--- config.mk ---
export PLATFORM = sky130hd
export DESIGN_NAME = uart_rx
export DESIGN_NICKNAME = d
export VERILOG_FILES = /design/src/rtl/uart_rx.sv
export SDC_FILE = /design/constraint.sdc
export NUM_CORES = 1
export LEC_CHECK = 0
export CAP_MARGIN = 20
export CORE_UTILIZATION = 55
export DETAILED_ROUTE_END_ITERATION = 8
export PLACE_DENSITY = 0.77
export REMOVE_ABC_BUFFERS = 1
export SETUP_SLACK_MARGIN = 0.02
export SYNTH_ARGS = -nofsm -noshare
export SYNTH_HDL_FRONTEND = slang
export SYNTH_SLANG_ARGS = --single-unit
--- constraint.sdc ---
create_clock -name i_clock -period 2.3 [get_ports i_clock]
set_clock_uncertainty 0.15 [all_clocks]
set_input_delay 0.23 -clock i_clock [delete_from_list [all_inputs] [get_ports i_clock]]
set_output_delay 0.23 -clock i_clock [all_outputs]
set_load 0.02 [all_outputs]
--- src/rtl/uart_rx.sv ---
// 8N1 UART receiver, LSB first, 16x oversampled from an external baud tick.
// Stop-bit errors park in BREAK until the line returns high.
module uart_rx #(
  parameter int NB_DATA    = 8,
  parameter int SB_TICK    = 16,
  parameter int OVERSAMPLE = 16
) (
  input  logic               i_clock,
  input  logic               i_reset,
  input  logic               i_tick,
  input  logic               i_rx,
  output logic               o_rx_done,
  output logic [NB_DATA-1:0] o_data_rx,
  output logic               o_frame_error
);

  localparam int SMAX = (OVERSAMPLE > SB_TICK) ? OVERSAMPLE : SB_TICK;
  localparam int SW   = (SMAX > 2) ? $clog2(SMAX) : 1;
  localparam int NW   = (NB_DATA > 2) ? $clog2(NB_DATA) : 1;

  localparam logic [SW-1:0] S_MID  = SW'(OVERSAMPLE/2 - 1);
  localparam logic [SW-1:0] S_BIT  = SW'(OVERSAMPLE - 1);
  localparam logic [SW-1:0] S_STOP = SW'(SB_TICK - 1);
  localparam logic [NW-1:0] N_LAST = NW'(NB_DATA - 1);

  typedef enum logic [2:0] {
    IDLE,
    START,
    DATA,
    STOP,
    BRK
  } state_e;

  state_e              state_q, state_d;
  logic [SW-1:0]       s_q, s_d;
  logic [NW-1:0]       n_q, n_d;
  logic [NB_DATA-1:0]  sh_q, sh_d;
  logic                rx_meta_q, rx_s_q;
  logic                done_q, done_d;
  logic                ferr_q, ferr_d;
  logic [NB_DATA-1:0]  data_q, data_d;

  // State register, synchronizer and registered outputs
  always_ff @(posedge i_clock or posedge i_reset) begin
    if (i_reset) begin
      state_q   <= IDLE;
      s_q       <= '0;
      n_q       <= '0;
      sh_q      <= '0;
      rx_meta_q <= 1'b1;
      rx_s_q    <= 1'b1;
      done_q    <= 1'b0;
      ferr_q    <= 1'b0;
      data_q    <= '0;
    end else begin
      state_q   <= state_d;
      s_q       <= s_d;
      n_q       <= n_d;
      sh_q      <= sh_d;
      rx_meta_q <= i_rx;
      rx_s_q    <= rx_meta_q;
      done_q    <= done_d;
      ferr_q    <= ferr_d;
      data_q    <= data_d;
    end
  end

  // Next-state logic
  always_comb begin
    state_d = state_q;
    s_d     = s_q;
    n_d     = n_q;
    sh_d    = sh_q;
    unique case (state_q)
      IDLE: begin
        if (!rx_s_q) begin
          state_d = START;
          s_d     = '0;
        end
      end
      START: begin
        if (i_tick) begin
          if (s_q == S_MID) begin
            s_d = '0;
            n_d = '0;
            state_d = rx_s_q ? IDLE : DATA;
          end else begin
            s_d = s_q + SW'(1);
          end
        end
      end
      DATA: begin
        if (i_tick) begin
          if (s_q == S_BIT) begin
            s_d  = '0;
            sh_d = {rx_s_q, sh_q[NB_DATA-1:1]};
            if (n_q == N_LAST) begin
              state_d = STOP;
              n_d     = '0;
            end else begin
              n_d = n_q + NW'(1);
            end
          end else begin
            s_d = s_q + SW'(1);
          end
        end
      end
      STOP: begin
        if (i_tick) begin
          if (s_q == S_STOP) begin
            s_d     = '0;
            state_d = rx_s_q ? IDLE : BRK;
          end else begin
            s_d = s_q + SW'(1);
          end
        end
      end
      BRK: begin
        s_d = '0;
        n_d = '0;
        if (rx_s_q) state_d = IDLE;
      end
      default: begin
        state_d = IDLE;
        s_d     = '0;
        n_d     = '0;
      end
    endcase
  end

  // Output logic: pulses only on the stop-bit sample cycle
  always_comb begin
    done_d = 1'b0;
    ferr_d = 1'b0;
    data_d = data_q;
    if (state_q == STOP && i_tick && s_q == S_STOP) begin
      if (rx_s_q) begin
        done_d = 1'b1;
        data_d = sh_q;
      end else begin
        ferr_d = 1'b1;
      end
    end
  end

  assign o_rx_done     = done_q;
  assign o_frame_error = ferr_q;
  assign o_data_rx     = data_q;

endmodule

After elaboration in Yosys (flattened, before gate mapping)
Cells that the tools add are included.
Word-level totals
  register bits after elaboration: 30
  bits of input ports: 4
  output and inout bits: 10
Cells by class
  add/sub/neg operators: 2
  equality and inequality tests: 17
  muxes and demuxes: 28
  bitwise operators: 1
  reductions and logical operators: 10
Operators with widths (count)
  $mux W3: 15
  $mux W4: 5
  $ne A2 B2 Y1 const B: 9
  $pmux W3 S5: 1
  $pmux W4 S3: 1
  $pmux W3 S3: 1
  $reduce_and A9 Y1: 1
  $eq A3 B2 Y1 const B: 2
  $eq A3 B3 Y1 const B: 2
  $reduce_and A3 Y1: 2
  $reduce_and A5 Y1: 1
  $add A4 B1 Y4 const B: 1
  $eq A4 B3 Y1 const B: 1
  $eq A4 B4 Y1 const B: 1
  $mux W1: 4
  $reduce_or A2 Y1: 2
  $add A3 B1 Y3 const B: 1
  $eq A3 B1 Y1 const B: 1
  $logic_not A3 Y1: 1
  $logic_and A1 B1 Y1: 2
  $mux W2: 1
  $ne A2 B1 Y1 const B: 1
  $reduce_and A2 Y1: 1
  $not A1 Y1: 1

Logic depth before layout (Yosys ltp)
Gate-level depths: netlist (run 1).
  depth in word-level cells: 5
  depth in mapped cells: 6
  mapped depth without buffers: 6

Worst setup path after synthesis (run 1)
No wires, ideal clock.
  path type: register -> register
  start point: reg s_q[0]
  end point: reg n_q[0]
  library setup time: 0.125 ns
  arrival: 1.474 ns
  required time: 2.025 ns
  setup slack: 0.552 ns
  stages on the path, launching flop included: 5
  clock period less this slack: 1.748 ns
  cells stage by stage: dfrtp_1 > ha_1 > and3_1 > a21oi_1 > mux2_2
On the way
  word-level cells in the longest chain between the ends: 3
  elaborated cells on any way between the ends: 5
RTL lines
  from (decl): RTL line 35  | logic [SW-1:0] s_q, s_d;
  from (signal assigned): RTL line 47  | s_q <= '0;
  from (signal assigned): RTL line 57  | s_q <= s_d;
  $eq A4 B4 Y1 / $eq A4 B3 Y1 (equally long branches): RTL line 94, 83
  $ne A2 B2 Y1 (no line)
  $reduce_and A5 Y1 (no line) *
  to (signal assigned): RTL line 58  | n_q <= n_d;
  to (decl): RTL line 36  | logic [NW-1:0] n_q, n_d;
Every way passes the cells marked *; elsewhere a longest branch is shown, timed or not.
A chain may end at the register's enable or synchronous reset.

Final worst setup path (run 1)
  start point: reg s_q[0]
  end point: reg sh_q[6]
On the way
  word-level cells in the longest chain between the ends: 2
RTL lines
  $eq A4 B4 Y1: RTL line 94  | if (s_q == S_BIT) begin
  $reduce_and A3 Y1 (no line)
  to (signal assigned): RTL line 49  | sh_q <= '0;
  to (signal assigned): RTL line 59  | sh_q <= sh_d;
  to (decl): RTL line 37  | logic [NB_DATA-1:0] sh_q, sh_d;
No other way between the ends.

==> impl_metrics.json, run 1 <==
{
  "status": "completed",
  "worst_skew_pair.late_latency_ns": 0.33,
  "worstPathRequired_ns": 2.37,
  "io_buffers": 13,
  "max_cap_violation_count": 0,
  "unique_cell_type_count_in_the_yosys_netlist": 34,
  "share_of_yosys_cell_area_claimed_by_the_top_area_cell_type_pct": 50.41,
  "drt-wirelength-per-cell_um": 13.58,
  "cpMaxStageDelayCell": "dfrtp_1",
  "nNetsFinal": 138,
  "drive_above_1_share_pct": 28.79,
  "p_leak_uw": 0.0007588,
  "fp.dieArea_sq_um": 2733,
  "cts_inserted_buffers": 5,
  "rsz0062_at_grt": "no",
  "finalCritPeriodShare_pct": 85.70,
  "synth_cell_area_sq_um": 1390,
  "post-cts-setup-buffers": 0,
  "synthTopCellsByArea": "dfrtp_1 50%, mux2_2 14%, dfstp_2 3.8%",
  "worst_setup_path_end_kind": "flip-flop",
  "dpl-instance-area_sq_um": 1531,
  "first_iter_violations": 7,
  "cts.path.max_buffers": 2,
  "ys.warnings.count": 0,
  "grt_pass1_wl_um": 3967,
  "post_synth_edffs": 0,
  "vias": 893,
  "yosysTopAreaCell": "dfrtp_1",
  "std_cell_rows": 17,
  "multi_input_area_sq_um": 564.3,
  "antenna_cells": 0,
  "detailed_place_hpwl_um": 1520,
  "post_route_setup_tns_ns": 0,
  "antenna_found_initial": 0,
  "timing.final.ws_setup_ns": 0.3290,
  "critical-path-max-stage-delay_ns": 0.40,
  "first_pass_iters": 4,
  "die_h_um": 52.28,
  "tritoncts": "built",
  "post-route-cell-area_sq_um": 1605,
  "power.ir.vdd_worst_v": 0.0006495,
  "floorplan.initialDensity_pct": 60.51,
  "hp-class": "in2reg",
  "synth_async_reset_ratio_pct": 100.0,
  "global_route.overflow_total": 0,
  "routed_via_count_divided_by_cell_count": 5.581,
  "grt_max_degree": 23,
  "grt_pass1_vias": 905,
  "report.power.total_uw": 1259,
  "post-route-min-period_ns": 1.971,
  "detail_route.drc_violations": 0,
  "timing.critical_path.from_type": "flip-flop",
  "max-slew-margin-rel_pct": 75.15,
  "cts.htree.levels": 2,
  "layout-area-overhead-vs-synth_pct": 15.48,
  "timing.hold.worst_path_depth": 1,
  "tightest_pin_transition_ns": 0.3727,
  "number_of_storage_elements_in_the_synthesis_netlist": 30,
  "final_common_cell": "dfrtp_1",
  "drv_slew": 0,
  "final_routed_wirelength_um": 2173,
  "clock_tree.root_cell": "clkbuf_4",
  "per_instance_average_area_after_synthesis_sq_um": 12.41,
  "num_io_pins": 14,
  "report.final.setup_viol": 0,
  "fillers": 179,
  "cts_repair_resize_count": 0,
  "worst-endpoint-arrival_ns": 2.04,
  "power_density_nw_per_um2": 784.0,
  "path_class": "reg2reg",
  "clk_pin_slew_worst_paths_ns": 0.09,
  "timing.final.hold_violations": 0,
  "path_common_cell": "and3_1",
  "critical_path.cell_chain": "ha_1 -> and3_1 -> and3_1 -> mux2_2",
  "layout_common_cells": "28 x dfrtp_1, 17 x mux2_2, 13 x clkdlybuf4s50_1",
  "syn-instance-count": 112,
  "critical_path_peak_fanout": 8,
  "clock_sink_count": 30,
  "gp_congestion": 0.8185,
  "drtAntennaViolNets": 0,
  "sequential_cell_area_sq_um": 753.2,
  "r2r_cells": 4,
  "design.core.area_sq_um": 2297,
  "max_freq_mhz": 507.4,
  "pre_cts_ws_ns": 0.1902,
  "synth.yosys.seq_area_share_pct": 54.19,
  "grt_usage_pct": 20.99,
  "synth_ff_type": "dfrtp_1",
  "die_w_um": 52.28
}
## per-layer routing
| metal | vias to the layer above | routed length (um) | track usage, % |
|---|---|---|---|
| li1 | 432 | - | - |
| met1 | 436 | 1003 | 26.83 |
| met2 | 19 | 1054 | 31.62 |
| met3 | 6 | 77 | 8.696 |
| met4 | 0 | 37 | 8.333 |
| met5 | - | 0 | 0 |
## critical path: cells and delay by family, from the launching register on
kind	cells	cell delay [ns]
simple gates	2	0.65
flops	1	0.40
mux	1	0.39
fa+ha+maj	1	0.28
## where the power goes
| part | internal (uW) | total [uW] | switching [uW] |
|---|---|---|---|
| clock network | 147 | 327 | 180 |
| logic | 126 | 271 | 145 |
| registers | 579 | 661 | 81.5 |
## final timing paths
| kind | to | slack [ns] | start |
|---|---|---|---|
| worst min-delay path | rx_meta_q$_DFF_PP1_ | 0.15 | i_rx |
| min in group asynchronous | o_data_rx[2]$_DFFE_PP0P_ | 0.57 | i_reset |
| worst max register to register | sh_q[6]$_DFFE_PP0P_ | 0.33 | s_q[0]$_DFFE_PP0P_ |
| max in group asynchronous | rx_s_q$_DFF_PP1_ | 0.78 | i_reset |
| worst min register to register | rx_s_q$_DFF_PP1_ | 0.22 | rx_meta_q$_DFF_PP1_ |
| worst max-delay path | sh_q[6]$_DFFE_PP0P_ | 0.33 | s_q[0]$_DFFE_PP0P_ |
## sequential cells by signal (all words and copies together) (netlist names)
register and cells:
rx_meta_q 1, rx_s_q 1, o_data_rx 8, n_q 3, sh_q 8, state_q 3, o_rx_done 1, s_q 4
o_frame_error 1
## area by class of cell
class,instances,area share (%)
multi-input cells,71,35.15
clock inverters,2,0.7794
inverters,5,1.169
well taps,28,2.182
flip-flops and latches,30,46.92
repair buffers,18,10.60
clock buffers,6,3.196
## cells in the mapped netlist, types with 2 or more instances
master,instances
nand3b_1,3
nand3_1,4
nand4_1,2
dfstp_2,2
nor2_1,3
buf_4,2
a21oi_1,3
mux2i_1,2
nand2_1,9
and3_1,2
inv_1,5
o21ai_0,5
buf_6,3
nor3_1,2
dfrtp_1,28
ha_1,3
mux2_2,17
## what timing repair did
action	4_1_cts	5_1_grt
hold buffers	1	0
endpoints found under the setup margin	0	0
hold endpoints to repair	5	0
## metrics by stage
stage / instances / hold slack [ns] / utilization (%)
after floorplan: 106 / 0.08448 / -
after global placement: 151 / 0.1981 / 66.67
after detailed placement: 151 / 0.1976 / 66.67
after CTS: 160 / 0.1395 / 69.88
after global routing: 160 / 0.1352 / 69.88
final: 160 / 0.1496 / 69.88
## logic make-up (layout without fill, tap and decap cells)
logic type               after synthesis  in the layout  synth area share, %
AO/OA/AOI/OAI                         14             14                7.831
AND/OR/NAND/NOR                       34             34                14.22
multiplexers                          19             19                15.21
buffers and inverters                 11             31                5.220
flip-flops                            30             30                54.19
XOR/XNOR                               1              1               0.6302
adder cells (fa/ha/maj)                3              3                2.701
Power figures use the tool's default switching activity.
==> inputs of run 2 (changes only) <==
--- a/config.mk
+++ b/config.mk
@@ -11,6 +11,7 @@
 export PLACE_DENSITY = 0.77
 export REMOVE_ABC_BUFFERS = 1
 export SETUP_SLACK_MARGIN = 0.02
+export SLEW_MARGIN = 30
 export SYNTH_ARGS = -nofsm -noshare
 export SYNTH_HDL_FRONTEND = slang
 export SYNTH_SLANG_ARGS = --single-unit
==> results of run 2 <==
The final DEF is identical to that of run 1; final timing and power are the same.
==> inputs of run 3 (changes only) <==
--- a/config.mk
+++ b/config.mk
@@ -6,9 +6,12 @@
 export NUM_CORES = 1
 export LEC_CHECK = 0
 export CAP_MARGIN = 20
-export CORE_UTILIZATION = 55
+export CELL_PAD_IN_SITES_DETAIL_PLACEMENT = 1
+export CELL_PAD_IN_SITES_GLOBAL_PLACEMENT = 2
+export CORE_UTILIZATION = 38
 export DETAILED_ROUTE_END_ITERATION = 8
-export PLACE_DENSITY = 0.77
+export PLACE_DENSITY_LB_ADDON = 0.1
+export RECOVER_POWER = 100
 export REMOVE_ABC_BUFFERS = 1
 export SETUP_SLACK_MARGIN = 0.02
 export SLEW_MARGIN = 30
==> run 3 against run 2 <==
Compared with the run above:
- worst hold slack better by 0.056 ns
- sequential power hardly changed
- highest routed layer unchanged
- via count is 1.9% higher
- first-iteration DRC count rose to 3.3 times the previous value
==> impl_metrics.json, run 3 (synthesis results as in run 1) <==
{
  "crit-reg2reg-launch": "state_q[0]$_DFFE_PP0P_",
  "vias": 910,
  "timing.critical_path.from_type": "flip-flop",
  "cpMaxStageDelayCell": "a211oi_1",
  "drtAntennaViolNets": 0,
  "timing.hold.worst_path_depth": 0,
  "critical_path.cell_chain": "or2_4 -> a211oi_1 -> nor3_1 -> a21o_2",
  "cts.hold.buffers_added": 0,
  "drv_slew": 0,
  "grt_pass1_wl_um": 4581,
  "tightest_pin_transition_ns": 0.7205,
  "worst_skew_pair.late_latency_ns": 0.34,
  "clk_pin_slew_worst_paths_ns": 0.09,
  "cts_inserted_buffers": 5,
  "grt_pass1_vias": 970,
  "critical-path-max-stage-delay_ns": 0.60,
  "die_w_um": 62.48,
  "post_route_setup_tns_ns": 0,
  "first_iter_violations": 23,
  "std_cell_rows": 21,
  "finalCritPeriodShare_pct": 88.54,
  "antenna_found_initial": 0,
  "post-route-min-period_ns": 2.036,
  "cts.path.max_buffers": 2,
  "report.final.setup_viol": 0,
  "rr_endpoint": "s_q[0]$_DFFE_PP0P_",
  "p_leak_uw": 0.0007826,
  "antenna_cells": 0,
  "design.core.area_sq_um": 3416,
  "hp_start": "rx_meta_q$_DFF_PP1_",
  "routed_via_count_divided_by_cell_count": 5.141,
  "final_routed_wirelength_um": 2513,
  "worstPathRequired_ns": 2.37,
  "clock_sink_count": 30,
  "final_common_cell": "dfrtp_1",
  "timing.hold.worst_endpoint": "rx_s_q$_DFF_PP1_",
  "detail_route.drc_violations": 0,
  "timing.final.hold_violations": 0,
  "grt_max_degree": 31,
  "nNetsFinal": 137,
  "global_route.overflow_total": 0,
  "finish.utilization_pct": 46.74,
  "cts_repair_resize_count": 0,
  "first_pass_iters": 4,
  "max-slew-margin-rel_pct": 51.96,
  "layout-area-overhead-vs-synth_pct": 14.85,
  "grt_usage_pct": 15.46,
  "post-cts-setup-buffers": 0,
  "power.ir.vdd_worst_v": 0.0004375,
  "io_buffers": 13,
  "drive_above_1_share_pct": 26.72,
  "r2r_cells": 4,
  "layout_common_cells": "28 x dfrtp_1, 17 x mux2_2, 12 x dlygate4sd3_1",
  "tritoncts": "built",
  "gp_congestion": 0.6948,
  "cts.htree.levels": 2,
  "rsz0062_at_grt": "no",
  "drt-wirelength-per-cell_um": 14.20,
  "num_io_pins": 14,
  "power_density_nw_per_um2": 787.7,
  "fp.dieArea_sq_um": 3904,
  "floorplan.initialDensity_pct": 40.70,
  "worst_setup_path_end_kind": "flip-flop",
  "status": "completed",
  "worst-endpoint-arrival_ns": 2.11,
  "path_class": "reg2reg",
  "max_freq_mhz": 491.1,
  "clock_tree.root_cell": "clkbuf_4",
  "detailed_place_hpwl_um": 1758,
  "hp-class": "reg2reg",
  "die_h_um": 62.48,
  "max_cap_violation_count": 0,
  "worst-r2r-setup-slack_ns": 0.26,
  "critical_path_peak_fanout": 10
}
run 3: how the worst max path moves through the flow:
stage                           startpoint             endpoint  slack [ns]  depth (start not counted)
floorplan               s_q[0]$_DFFE_PP0P_  sh_q[0]$_DFFE_PP0P_        0.53                          4
global placement                    i_tick  sh_q[4]$_DFFE_PP0P_        0.21                          4
detailed placement                  i_tick  sh_q[2]$_DFFE_PP0P_        0.14                          4
CTS                     s_q[0]$_DFFE_PP0P_  sh_q[2]$_DFFE_PP0P_        0.26                          4
global route        state_q[0]$_DFFE_PP0P_   s_q[0]$_DFFE_PP0P_        0.11                          4
finish              state_q[0]$_DFFE_PP0P_   s_q[0]$_DFFE_PP0P_        0.26                          4
run 3: metal layers:
layer  GRT usage (%)  share of wire [%]  up-vias  routed length (um)
met5               0                  0        -                   0
met4           7.849                2.5        0                  63
met3           4.927                3.4        6                  85
met2           23.64                 45       14                1139
met1           19.58                 49      460                1225
li1                -                  -      430                   -
run 3: worst max-delay path: cells and delay by family (launching register included):
kind | cells | cell delay, ns
and+or+nand+nor | 2 | 0.46
AOI/OAI and AO/OA | 2 | 0.81
DFF | 1 | 0.52
run 3: per-stage QoR:
step | total power, uW | worst slack, ns | cell area, sq um | hold WS [ns] | std cells
2_1_floorplan | 856.9 | 0.5304 | 1336 | 0.08448 | 106
5_1_grt | 1359 | 0.1116 | 1597 | 0.2132 | 177
4_1_cts | 1297 | 0.2643 | 1618 | 0.1050 | 177
3_3_place_gp | 940.3 | 0.2059 | 1554 | 0.1954 | 169
6_report | 1258 | 0.2637 | 1597 | 0.2060 | 177
3_5_place_dp | 950.6 | 0.1393 | 1554 | 0.2019 | 169
run 3: cell type report:
cell class,instances,area (sq um)
multi-input combinational,71,549.3
clock inverter,2,12.51
sequential,30,753.2
clock buffer,6,51.30
timing repair buffer,17,153.9
fill,384,1819
tap,46,57.56
inverter,5,18.77
run 3: power by group:
group	leakage (uW)	internal, uW	switching (uW)
Sequential	0.000396	579	84.0
Clock	0.0000343	147	188
Combinational	0.000352	117	142
Total	0.000783	843	414
